File: src/rtl/instr_fetch_stage_if.sv
// Bus bundle for the instruction-fetch stage: instruction-memory port,
// hazard/redirect controls from downstream, and the IF/ID register outputs.
// The fetch stage connects through the master modport; the surrounding
// core (or a testbench) connects through the slave modport.
interface instr_fetch_stage_if;
  // instruction memory (combinational read)
  logic [31:0] imem_addr_o;
  logic [31:0] imem_rdata_i;
  // pipeline control
  logic        stall_i;
  logic        redirect_i;
  logic [31:0] redirect_pc_i;
  // IF/ID pipeline register
  logic        ifid_valid_o;
  logic [31:0] ifid_pc_o;
  logic [31:0] ifid_pc_plus4_o;
  logic [31:0] ifid_instr_o;
  logic        ifid_pred_taken_o;
  // statistics
  logic [31:0] fetch_count_o;

  modport master (
    output imem_addr_o,
    input  imem_rdata_i,
    input  stall_i,
    input  redirect_i,
    input  redirect_pc_i,
    output ifid_valid_o,
    output ifid_pc_o,
    output ifid_pc_plus4_o,
    output ifid_instr_o,
    output ifid_pred_taken_o,
    output fetch_count_o
  );

  modport slave (
    input  imem_addr_o,
    output imem_rdata_i,
    output stall_i,
    output redirect_i,
    output redirect_pc_i,
    input  ifid_valid_o,
    input  ifid_pc_o,
    input  ifid_pc_plus4_o,
    input  ifid_instr_o,
    input  ifid_pred_taken_o,
    input  fetch_count_o
  );
endinterface

File: src/rtl/instr_fetch_stage.sv
// Instruction-fetch stage of the five-stage pipeline.
// Holds the PC, addresses a combinational-read instruction memory and
// registers the fetched word into IF/ID. Edge priority is
// rst > redirect > stall > normal advance.
// Optional feature macro: IF_STATIC_PREDICT_EN enables static prediction
// (JAL always taken, backward conditional branches taken). Without it the
// next PC is always PC + 4 and the prediction output is tied low.
module instr_fetch_stage #(
  parameter logic [31:0] RESET_PC = 32'h0000_0000
) (
  input  logic             clk,
  input  logic             rst,
  instr_fetch_stage_if.master bus
);

  localparam logic [31:0] NOP_INSTR   = 32'h0000_0013;
  localparam logic [31:0] RESET_PC_AL = {RESET_PC[31:2], 2'b00};

  logic [31:0] pc_q;
  logic        ifid_valid_q;
  logic [31:0] ifid_pc_q;
  logic [31:0] ifid_instr_q;
  logic        ifid_pred_q;
  logic [31:0] fetch_count_q;

  logic        pred_taken;
  logic [31:0] next_pc;
  logic [31:0] redirect_target;
  logic        advance;

  // The low two bits of the redirect target are discarded: no compressed ISA.
  logic unused_redirect_lsbs;
  assign unused_redirect_lsbs = ^bus.redirect_pc_i[1:0];
  assign redirect_target      = {bus.redirect_pc_i[31:2], 2'b00};

  // A real fetch happens only when nothing higher-priority claims the edge.
  assign advance = !bus.redirect_i && !bus.stall_i;

`ifdef IF_STATIC_PREDICT_EN
  localparam logic [6:0] OPC_JAL    = 7'b1101111;
  localparam logic [6:0] OPC_BRANCH = 7'b1100011;

  logic [31:0] j_imm;
  logic [31:0] b_imm;
  logic [31:0] pred_offset;

  // Predecode the word on the memory bus into a taken flag and jump offset.
  always_comb begin
    // NOTE: every always_comb output gets a default first so no path leaves it unassigned (no latch).
    pred_taken  = 1'b0;
    pred_offset = 32'd4;
    j_imm = {{12{bus.imem_rdata_i[31]}}, bus.imem_rdata_i[19:12],
             bus.imem_rdata_i[20], bus.imem_rdata_i[30:21], 1'b0};
    b_imm = {{20{bus.imem_rdata_i[31]}}, bus.imem_rdata_i[7],
             bus.imem_rdata_i[30:25], bus.imem_rdata_i[11:8], 1'b0};
    if (bus.imem_rdata_i[6:0] == OPC_JAL) begin
      pred_taken  = 1'b1;
      pred_offset = j_imm;
    end else if (bus.imem_rdata_i[6:0] == OPC_BRANCH && bus.imem_rdata_i[31]) begin
      pred_taken  = 1'b1;
      pred_offset = b_imm;
    end
  end

  // Sequential or predicted-target next PC, modulo 2^32.
  assign next_pc = pc_q + pred_offset;
`else
  assign pred_taken = 1'b0;
  assign next_pc    = pc_q + 32'd4;
`endif

  // Program counter: reset vector, redirect target, hold, or next fetch address.
  always_ff @(posedge clk) begin
    // NOTE: sequential state uses non-blocking assignments so every register samples pre-edge values.
    if (rst) begin
      pc_q <= RESET_PC_AL;
    end else if (bus.redirect_i) begin
      pc_q <= redirect_target;
    end else if (!bus.stall_i) begin
      pc_q <= next_pc;
    end
  end

  // IF/ID register: bubble on redirect (pc fields hold), capture on advance.
  always_ff @(posedge clk) begin
    if (rst) begin
      ifid_valid_q <= 1'b0;
      ifid_pc_q    <= 32'd0;
      ifid_instr_q <= NOP_INSTR;
      ifid_pred_q  <= 1'b0;
    end else if (bus.redirect_i) begin
      ifid_valid_q <= 1'b0;
      ifid_instr_q <= NOP_INSTR;
      ifid_pred_q  <= 1'b0;
    end else if (advance) begin
      ifid_valid_q <= 1'b1;
      ifid_pc_q    <= pc_q;
      ifid_instr_q <= bus.imem_rdata_i;
      ifid_pred_q  <= pred_taken;
    end
  end

  // Count of valid instructions loaded into IF/ID; wraps naturally.
  always_ff @(posedge clk) begin
    if (rst) begin
      fetch_count_q <= 32'd0;
    end else if (advance) begin
      fetch_count_q <= fetch_count_q + 32'd1;
    end
  end

  // The fetch address is the PC register itself: no input-to-address path.
  assign bus.imem_addr_o       = pc_q;
  assign bus.ifid_valid_o      = ifid_valid_q;
  assign bus.ifid_pc_o         = ifid_pc_q;
  assign bus.ifid_pc_plus4_o   = ifid_pc_q + 32'd4;
  assign bus.ifid_instr_o      = ifid_instr_q;
  assign bus.ifid_pred_taken_o = ifid_pred_q;
  assign bus.fetch_count_o     = fetch_count_q;

endmodule

File: src/flat_wrapper.sv
// flat-port wrapper written by rule: the top's interface ports become plain ports
module instr_fetch_stage_flat 
#(
  parameter logic [31:0] RESET_PC = 32'h0000_0000
)
  (clk, rst, bus_imem_addr_o, bus_imem_rdata_i, bus_stall_i, bus_redirect_i, bus_redirect_pc_i, bus_ifid_valid_o, bus_ifid_pc_o, bus_ifid_pc_plus4_o, bus_ifid_instr_o, bus_ifid_pred_taken_o, bus_fetch_count_o);
  instr_fetch_stage_if bus_i ();
  input  logic clk;
  input  logic rst;
  output wire logic [$bits(bus_i.imem_addr_o)-1:0] bus_imem_addr_o;
  input wire logic [$bits(bus_i.imem_rdata_i)-1:0] bus_imem_rdata_i;
  input wire logic [$bits(bus_i.stall_i)-1:0] bus_stall_i;
  input wire logic [$bits(bus_i.redirect_i)-1:0] bus_redirect_i;
  input wire logic [$bits(bus_i.redirect_pc_i)-1:0] bus_redirect_pc_i;
  output wire logic [$bits(bus_i.ifid_valid_o)-1:0] bus_ifid_valid_o;
  output wire logic [$bits(bus_i.ifid_pc_o)-1:0] bus_ifid_pc_o;
  output wire logic [$bits(bus_i.ifid_pc_plus4_o)-1:0] bus_ifid_pc_plus4_o;
  output wire logic [$bits(bus_i.ifid_instr_o)-1:0] bus_ifid_instr_o;
  output wire logic [$bits(bus_i.ifid_pred_taken_o)-1:0] bus_ifid_pred_taken_o;
  output wire logic [$bits(bus_i.fetch_count_o)-1:0] bus_fetch_count_o;
  assign bus_imem_addr_o = bus_i.imem_addr_o;
  assign bus_i.imem_rdata_i = bus_imem_rdata_i;
  assign bus_i.stall_i = bus_stall_i;
  assign bus_i.redirect_i = bus_redirect_i;
  assign bus_i.redirect_pc_i = bus_redirect_pc_i;
  assign bus_ifid_valid_o = bus_i.ifid_valid_o;
  assign bus_ifid_pc_o = bus_i.ifid_pc_o;
  assign bus_ifid_pc_plus4_o = bus_i.ifid_pc_plus4_o;
  assign bus_ifid_instr_o = bus_i.ifid_instr_o;
  assign bus_ifid_pred_taken_o = bus_i.ifid_pred_taken_o;
  assign bus_fetch_count_o = bus_i.fetch_count_o;
  instr_fetch_stage #(.RESET_PC(RESET_PC)) u_core (.clk(clk), .rst(rst), .bus(bus_i));
endmodule
File: config.mk
export PLATFORM = sky130hd
export DESIGN_NAME = instr_fetch_stage_flat
export DESIGN_NICKNAME = d
export VERILOG_FILES = /design/src/rtl/instr_fetch_stage_if.sv /design/src/rtl/instr_fetch_stage.sv /design/src/flat_wrapper.sv
export SDC_FILE = /design/constraint.sdc
export NUM_CORES = 1
export LEC_CHECK = 0
export ABC_AREA = 1
export CORE_MARGIN = 2
export CORE_UTILIZATION = 30
export CTS_CLUSTER_DIAMETER = 100
export DETAILED_ROUTE_END_ITERATION = 8
export DONT_BUFFER_PORTS = 1
export HOLD_SLACK_MARGIN = 0.02
export PLACE_DENSITY_LB_ADDON = 0.3
export SYNTH_ARGS = -nofsm -noshare
export SYNTH_HDL_FRONTEND = slang
export SYNTH_SLANG_ARGS = --single-unit
File: constraint.sdc
create_clock -name clk -period 4.05 [get_ports clk]
set_input_delay 0.2025 -clock clk [delete_from_list [all_inputs] [get_ports clk]]
set_output_delay 0.2025 -clock clk [all_outputs]
set_load 0.02 [all_outputs]
# --- Yosys cells after proc, flatten, opt, wreduce, memory -nomap -nowiden ---
# Index checks and enable logic that the tools add are counted.
word_totals:
  register_bits: 129
  out_inout_bits: 162
  word_cells: 18
classes:
  n_addsub: 3
  n_eq_ne: 1
  mux: 2
  bitwise_logic: 1
  reduce_logical: 5
ops:
  columns: ["operator", "n"]
  rows:
  - ["$add A32 B3 Y32 const B", 2]
  - ["$mux W32", 2]
  - ["$add A32 B1 Y32 const B", 1]
  - ["$logic_not A1 Y1", 2]
  - ["$ne A2 B1 Y1 const B", 1]
  - ["$reduce_and A2 Y1", 1]
  - ["$reduce_or A2 Y1", 1]
  - ["$logic_and A1 B1 Y1", 1]
  - ["$not A1 Y1", 1]

# --- Longest topological paths before layout ---
# Gate-level depths: netlist of the first run.
depth:
  depth_word: 3
  mapped_depth: 12
  mapped_depth_nobuf: 11

# --- Worst setup path before layout of the first run ---
# Ideal clock, no wire load.
synth_timing:
  path_kind: "reg-to-output"
  startpoint: "register u_core.ifid_pc_q[3], in the netlist u_core.bus.ifid_pc_o[3]"
  endpoint: "output port bus_ifid_pc_plus4_o[18]"
  t_arrival_ns: 1.674
  required_time_ns: 3.848
  setup_slack_ns: 2.173
  stages_incl_launch_ff: 8
  path_buffers: 0
  cell_sequence: "dfxtp_1 ha_1 nand2_1 nor3_4 and2_4 nand2_2 nor2_2 xor2_1"
synth_between:
  elab_chain_len: 1
synth_rtl:
  columns: ["element", "line", "text"]
  rows:
  - ["start: declaration", "instr_fetch_stage.sv:21", "logic [31:0] ifid_pc_q;"]
  - ["start signal: assignment", "instr_fetch_stage.sv:97", "ifid_pc_q <= pc_q;"]
  - ["$add A32 B3 Y32", "instr_fetch_stage.sv:116", "assign bus.ifid_pc_plus4_o = ifid_pc_q + 32'd4;"]
  - ["end: declaration", "flat_wrapper.sv:17", "output wire logic [$bits(bus_i.ifid_pc_plus4_o)-1:0] bus_ifid_pc_plus4_o;"]
# Every way passes these cells.

# --- Final worst setup path of the first run ---
layout_timing:
  startpoint: "register u_core.ifid_pc_q[3], in the netlist u_core.bus.ifid_pc_o[3]"
  endpoint: "output port bus_ifid_pc_plus4_o[26]"
# Same word-level chain as after synthesis.

==> flow_metrics.py, run 1 <==
metrics = {
    "status": {
        "status": "completed",
    },
    "yosys": {
        "synth_compound_area_share_pct": 10.42,
        "synth-xor-area-share_pct": 3.725,
        "synthMuxAreaShare_pct": 0,
        "synth_top_family_by_area": "simple AND/OR/NAND/NOR gates",
        "synthesis.area_um2": 6819,
        "ys_async_sr_fraction_pct": 0,
        "ys_ff_latch": 125,
        "yosys_warnings": 0,
        "synth-main-ff-cell": "dfxtp_1",
        "synth_fa_ha_area_share_pct": 0.5505,
        "synth_cells": 1048,
        "synth_cell_types": 40,
        "postSynthAreaPerCell_um2": 6.507,
        "ys_seq_area_share_pct": 36.70,
        "synth_edf_count": 0,
        "synth-simple-area-share_pct": 38.46,
    },
    "setup_path": {
        "slowest_stage": "dfxtp_1",
        "path_cells": "ha_1 -> nand2_1 -> inv_1 -> nand2_1 -> nor3_2 -> nand4_1 -> xnor2_1",
        "cpPeakStageDelay_ns": 0.52,
        "worstPathRequired_ns": 3.85,
        "r2r-end": "u_core.bus.imem_addr_o[30]",
        "r2r-start": "u_core.bus.imem_addr_o[3]",
        "worstPathMaxFanout": 5,
        "reg2reg_depth": 10,
        "cp-end-kind": "output port",
        "path_common_cell": "nand2_1",
        "path_class": "reg -> out",
        "crit_path_start_kind": "flop",
        "cp.arrival_ns": 2.45,
        "reg2reg_slack_ns": 2.06,
        "startpoint": "u_core.bus.ifid_pc_o[3]",
        "endpoint": "bus_ifid_pc_plus4_o[26]",
    },
    "pwr": {
        "power_leakage_nw": 3.267,
        "power_mw": 3.239,
        "p_per_area_nw_per_um2": 400.5,
        "vdd_drop_max_uv": 263.1,
    },
    "grt": {
        "grt_pass1_wl_mm": 35.62,
        "grt_pass1_vias": 6447,
        "grt_max_degree": 71,
        "grt_antenna_before_repair": 1,
        "gr-total-overflow": 0,
        "grt_util_all_layers_pct": 18.87,
    },
    "drt": {
        "vias": 6791,
        "drt-pass1-iter-count": 7,
        "via_per_inst": 4.921,
        "avgRoutedWirePerCell_um": 16.26,
        "drt_iter0_markers": 599,
        "ant_nets": 0,
        "wirelength_mm": 22.44,
        "route.detailed.drc": 0,
    },
    "timing": {
        "layout_min_cycle_time_ns": 2.656,
        "setup_tns_ns": 0,
        "finalHoldViolCount": 0,
        "fin_hold_ws_ns": 0.03375,
        "timing.max_slew.rel_slack_pct": 38.16,
        "max_freq_mhz": 376.5,
        "tightest_slew_ns": 0.9276,
        "layout_setup_ws_ns": 1.394,
        "setup_viol": 0,
        "post-route-period-util_pct": 65.59,
        "final_max_slew_viol_count": 0,
        "final.setup_skew_ns": 0.007887,
        "rsz0062_at_grt": "false",
    },
    "worst_hold_path": {
        "hold_path.class": "in -> reg",
        "hold_path_depth": 4,
    },
    "cts": {
        "cts_max_path_buffers": 2,
        "hold_buffers": 48,
        "root_buffer": "clkbuf_16",
        "clock-sinks": 125,
        "post_cts.repair.setup_buffers": 0,
        "clock_latency_ns": 0.42,
        "cts-buffers-inserted": 17,
        "h-tree-depth": 4,
        "cts.clk_slew.worst_paths_ns": 0.06,
        "cts.repair.resized": 0,
        "tritoncts": "built",
    },
    "layout": {
        "final_cell_mix": "221 x nand2_1, 212 x nor2_1, 125 x dfxtp_1, 117 x inv_1, 81 x nand3_1",
        "layout_commonest_cell": "nand2_1",
        "syn_to_final_growth_pct": 18.62,
        "antennaDiodeCount": 0,
        "multi_input_area_um2": 3654,
        "fillers": 2454,
        "final_nets": 1153,
        "seqCellArea_um2": 2502,
        "drive_above_1_share_pct": 6.849,
    },
    "placed_design": {
        "port_buffers": 0,
        "dp_slack_ns": 1.856,
        "hpwl_mm": 16.07,
        "place.gp.congestion": 0.8709,
    },
    "floorplanning": {
        "ioPinCount": 230,
        "start_util_pct": 30.30,
        "die_w_um": 154.8,
        "coreArea_um2": 22500,
        "die_area_um2": 23950,
        "die_y_um": 154.8,
        "rows": 55,
    },
    "flow_run": {
        "max-cap-violations": 0,
    },
}
-- state kept, by name, summed over array words and instances (netlist names) --
signal / cells
u_core.bus.ifid_valid_o: 1
u_core.bus.ifid_instr_o: 32
u_core.bus.fetch_count_o: 32
u_core.bus.imem_addr_o: 30
u_core.bus.ifid_pc_o: 30
-- layer usage --
metal  wire, um  GRT usage (%)
met1       9504          22.78
met2      10720          32.50
met3       1783          5.324
met4        424          5.952
met5          8              0
-- cell families after synthesis --
| kind of cell | count (synthesis) |
|---|---|
| simple gates | 596 |
| buf+inv | 166 |
| compound gates | 128 |
| flops | 125 |
| xor+xnor | 29 |
| fa+ha+maj | 3 |
| other cells | 1 |
-- final cells by class --
type                       instances  share of cell area (%)
multi-input combinational        763                   45.17
sequential                       125                   30.94
timing repair buffer              52                   6.435
inverter                         123                   5.708
clock buffer                      20                   5.646
tap                              285                   4.408
clock inverter                    12                   1.701
-- cell usage after synthesis, types with 3 or more instances --
cell / n / share of area (%)
xor2_1: 18 / 2.3
nand3_2: 4 / 0.59
dfxtp_1: 125 / 37
buf_4: 10 / 1.1
buf_2: 10 / 0.73
inv_1: 118 / 6.5
nand4_1: 28 / 2.6
o21ai_1: 11 / 0.81
ha_1: 3 / 0.55
nand2_2: 6 / 0.55
nor2_1: 213 / 12
a211oi_1: 8 / 0.88
a21oi_1: 20 / 1.5
xnor2_1: 11 / 1.4
o211ai_1: 3 / 0.33
a22o_1: 7 / 0.90
nor3_1: 14 / 1.0
clkbuf_1: 21 / 1.2
a31oi_1: 5 / 0.46
nor2_2: 7 / 0.64
nand3_1: 81 / 5.9
nor2_4: 9 / 1.5
inv_2: 5 / 0.28
nand2_1: 221 / 12
o21ai_0: 70 / 5.1
-- stage by stage --
| step | util, % | instances | cell area, um2 |
|---|---|---|---|
| finish | 35.95 | 1380 | 8089 |
| floorplan | - | 1054 | 6842 |
| global route | 35.95 | 1380 | 8089 |
| CTS | 35.95 | 1380 | 8089 |
| global placement | 31.13 | 1300 | 7004 |
| detailed placement | 31.13 | 1300 | 7004 |
-- critical path: cells and delay by family, from the launching register on --
kind / cells / cell delay, ns
fa+ha+maj: 1 / 0.23
simple gates: 4 / 0.72
xor+xnor: 1 / 0.45
buf+inv: 1 / 0.10
flops: 1 / 0.52
-- report_power, final --
| group | internal (mW) | switching, mW |
|---|---|---|
| Sequential | 1.28 | 0.133 |
| Combinational | 0.0972 | 0.174 |
| Clock | 0.945 | 0.613 |
| Total | 2.32 | 0.920 |
-- worst min-delay path by stage --
stage	startpoint	to	slack, ns
after detailed placement	rst	u_core.bus.imem_addr_o[4]	0.28
after global routing	bus_redirect_pc_i[11]	u_core.bus.imem_addr_o[11]	0.05
after CTS	bus_redirect_pc_i[11]	u_core.bus.imem_addr_o[11]	0.02
after floorplan	bus_imem_rdata_i[0]	u_core.bus.ifid_instr_o[0]	0.33
after global placement	rst	u_core.bus.fetch_count_o[6]	0.28
final	bus_redirect_pc_i[7]	u_core.bus.imem_addr_o[7]	0.03
Note: power is estimated with default switching activity, not from simulation.
==> run 2, diff against run 1 <==
--- a/config.mk
+++ b/config.mk
@@ -5,7 +5,7 @@
 export SDC_FILE = /design/constraint.sdc
 export NUM_CORES = 1
 export LEC_CHECK = 0
-export ABC_AREA = 1
+export ABC_AREA = 0
 export CORE_MARGIN = 2
 export CORE_UTILIZATION = 30
 export CTS_CLUSTER_DIAMETER = 100
==> constraint.sdc (replaced) <==
create_clock -name clk -period 2.2 [get_ports clk]
set_input_delay 0.11 -clock clk [delete_from_list [all_inputs] [get_ports clk]]
set_output_delay 0.11 -clock clk [all_outputs]
set_load 0.02 [all_outputs]
==> flow_metrics.py, run 2 <==
metrics = {
    "yosys": {
        "yosysMostFrequentCell": "dfxtp_1",
        "synth_cells": 761,
        "postSynthAreaPerCell_um2": 8.198,
        "synth_cell_types": 55,
        "synth-main-ff-cell": "dfxtp_1",
        "yosys_warnings": 0,
        "synthesis.area_um2": 6238,
        "ys_async_sr_fraction_pct": 0,
        "synthTopCellsByArea": "dfxtp_1 40%, nand2_1 6.9%, mux2i_1 5.5%",
        "ys_seq_area_share_pct": 40.11,
        "synth_top_area_cell": "dfxtp_1",
        "ys_ff_latch": 125,
        "synth_edf_count": 0,
        "synth_common_cells": "125 x dfxtp_1, 114 x nand2_1, 71 x nor2_1, 56 x a21oi_1, 35 x clkbuf_1",
        "synth_top_area_share_pct": 40.11,
    },
    "worst_hold_path": {
        "hold_path.class": "in -> reg",
        "hold_end": "u_core.bus.imem_addr_o[23]",
        "hold_path_depth": 3,
        "min-delay-start": "bus_stall_i",
    },
    "pwr": {
        "p_per_area_nw_per_um2": 673.1,
        "sw_frac_of_total_pct": 27.05,
        "pwr-share-comb_pct": 10.6,
        "pwr-share-seq_pct": 41.8,
        "netSwitchingPower_mw": 1.592,
        "vdd_drop_max_uv": 485.3,
        "power_leakage_nw": 3.401,
        "p_int_mw": 4.295,
        "clock_power_share_pct": 47.7,
    },
    "cts": {
        "root_buffer": "clkbuf_16",
        "cts_max_path_buffers": 2,
        "clock-sinks": 125,
        "h-tree-depth": 4,
        "tritoncts": "built",
        "clock_latency_ns": 0.42,
        "cts.clk_slew.worst_paths_ns": 0.06,
        "cts-buffers-inserted": 17,
    },
    "drt": {
        "drt_iter0_markers": 297,
        "via_per_inst": 5.150,
        "wirelength_mm": 20.28,
        "drt-pass1-iter-count": 5,
        "vias": 6144,
        "ant_nets": 0,
        "avgRoutedWirePerCell_um": 17.00,
        "route.detailed.drc": 0,
    },
    "grt": {
        "grt_max_degree": 105,
        "grt_util_all_layers_pct": 17.99,
        "grt_pass1_wl_mm": 31.36,
        "gr-total-overflow": 0,
        "grt_pass1_vias": 5824,
        "grt_antenna_before_repair": 1,
    },
    "floorplanning": {
        "ioPinCount": 230,
        "die_w_um": 148.2,
        "rows": 52,
        "coreArea_um2": 20300,
        "die_area_um2": 21960,
        "die_y_um": 148.2,
        "start_util_pct": 30.73,
    },
    "layout": {
        "final_cell_mix": "114 x nand2_1, 114 x dfxtp_1, 96 x buf_4, 73 x dlygate4sd3_1, 69 x nor2_1",
        "seqCellArea_um2": 2521,
        "multi_input_area_um2": 3643,
        "final_nets": 980,
        "drive_above_1_share_pct": 19.74,
        "stdcell_area_um2": 8746,
        "syn_to_final_growth_pct": 40.19,
        "fillers": 2010,
        "fin_util_pct": 43.08,
        "final_cells": 1193,
    },
    "timing": {
        "layout_setup_ws_ns": -0.03525,
        "tightest_slew_ns": 0.7943,
        "timing.max_slew.rel_slack_pct": 46.87,
        "rsz0062_at_grt": "true",
        "max_freq_mhz": 447.4,
        "layout_min_cycle_time_ns": 2.235,
        "setup_viol": 4,
        "final.setup_skew_ns": 0.006895,
        "post-route-period-util_pct": 101.6,
        "finalHoldViolCount": 0,
        "final_max_slew_viol_count": 0,
    },
    "setup_path": {
        "cpPeakStageDelay_ns": 0.62,
        "worstPathRequired_ns": 2.09,
        "path_class": "reg -> out",
        "r2r-start": "u_core.bus.fetch_count_o[0]",
        "slowest_stage": "or4_4",
        "worstPathMaxFanout": 5,
        "crit_path_start_kind": "flop",
        "path_cells": "nand3_4 -> buf_6 -> or4_4 -> nor3_4 -> xor2_1 -> buf_4",
        "critPathTopFamily": "simple AND/OR/NAND/NOR gates",
        "crit_buf_inv": 2,
        "r2r-end": "u_core.bus.fetch_count_o[26]",
        "cp.arrival_ns": 2.13,
        "reg2reg_depth": 5,
        "cp-end-kind": "output port",
        "reg2reg_slack_ns": 0.12,
        "path_depth": 6,
    },
    "placed_design": {
        "placed_area_um2": 7104,
        "port_buffers": 0,
        "dp_slack_ns": 0.1116,
        "placed_cells": 1080,
        "place.gp.congestion": 0.7799,
        "hpwl_mm": 13.22,
    },
    "status": {
        "status": "finished with violations",
        "violations": "negative setup slack",
    },
    "flow_run": {
        "max-cap-violations": 0,
    },
}
## run 2: cells by family (layout without fill, tap and decap cells)
group	after synthesis	after routing	share of synthesized area, %
AND/OR/NAND/NOR	359	359	29.72
flip-flops	125	125	40.11
AO/OA/AOI/OAI	115	115	11.55
buffers and inverters	71	226	4.854
XOR/XNOR	48	48	6.739
multiplexers	39	39	6.358
adder cells (fa/ha/maj)	3	3	0.6017
other	1	8	0.06011
## run 2: final cells by class
class,count,area share (%)
inverters,16,0.6867
well taps,270,3.863
clock inverters,15,1.845
flip-flops and latches,125,28.83
diodes,1,0.02861
multi-input cells,571,41.66
repair buffers,178,18.23
clock buffers,17,4.864
## run 2: per-stage QoR
step	total power [mW]	TNS, ns	hold slack, ns
floorplan	2.846	0	0.2351
global placement	2.943	0	0.1924
detailed placement	2.948	0	0.1947
CTS	5.951	-0.03631	0.02466
global route	6.116	-0.8249	0.04682
finish	5.887	-0.08695	0.05172
## run 2: routing by layer
layer / global-route usage (%) / routed length [um] / share of wire [%] / vias up
li1: - / - / - / 3010
met1: 23.34 / 9013 / 44 / 2899
met2: 29.03 / 9499 / 47 / 216
met3: 5.675 / 1540 / 7.6 / 19
met4: 4.762 / 226 / 1.1 / 0
met5: 0 / 0 / 0 / -
## run 2: what timing repair did
action	in CTS	in global routing
gates resized for setup	18	28
pin swaps	3	6
hold buffers	75	0
setup endpoints to repair	17	23
hold endpoints to repair	125	0
gates cloned	0	0
setup buffers	2	3
## run 2: worst reg2reg max path: cells and delay by family (launching register included)
kind / cells / cell delay, ns
AO/OA/AOI/OAI: 1 / 0.15
AND/OR/NAND/NOR: 3 / 1.37
flip-flops: 1 / 0.33
adder cells (fa/ha/maj): 1 / 0.16
## run 2: worst max path at each step
stage / startpoint / end / slack [ns]
finish: u_core.bus.ifid_pc_o[8] / bus_ifid_pc_plus4_o[26] / -0.04
global placement: u_core.bus.fetch_count_o[0] / u_core.bus.fetch_count_o[28] / 0.12
detailed placement: u_core.bus.fetch_count_o[0] / u_core.bus.fetch_count_o[22] / 0.11
floorplan: u_core.bus.ifid_pc_o[9] / bus_ifid_pc_plus4_o[29] / 0.01
CTS: u_core.bus.ifid_pc_o[8] / bus_ifid_pc_plus4_o[22] / -0.01
global route: u_core.bus.ifid_pc_o[11] / bus_ifid_pc_plus4_o[29] / -0.14
## run 2: power by group through the flow
| stage | Clock, mW | Combinational (mW) | Sequential [mW] |
|---|---|---|---|
| floorplan | 0 | 0.285 | 2.56 |
| global placement | 0 | 0.437 | 2.51 |
| detailed placement | 0 | 0.443 | 2.50 |
| CTS | 2.88 | 0.618 | 2.46 |
| global route | 2.97 | 0.675 | 2.47 |
| finish | 2.81 | 0.622 | 2.46 |
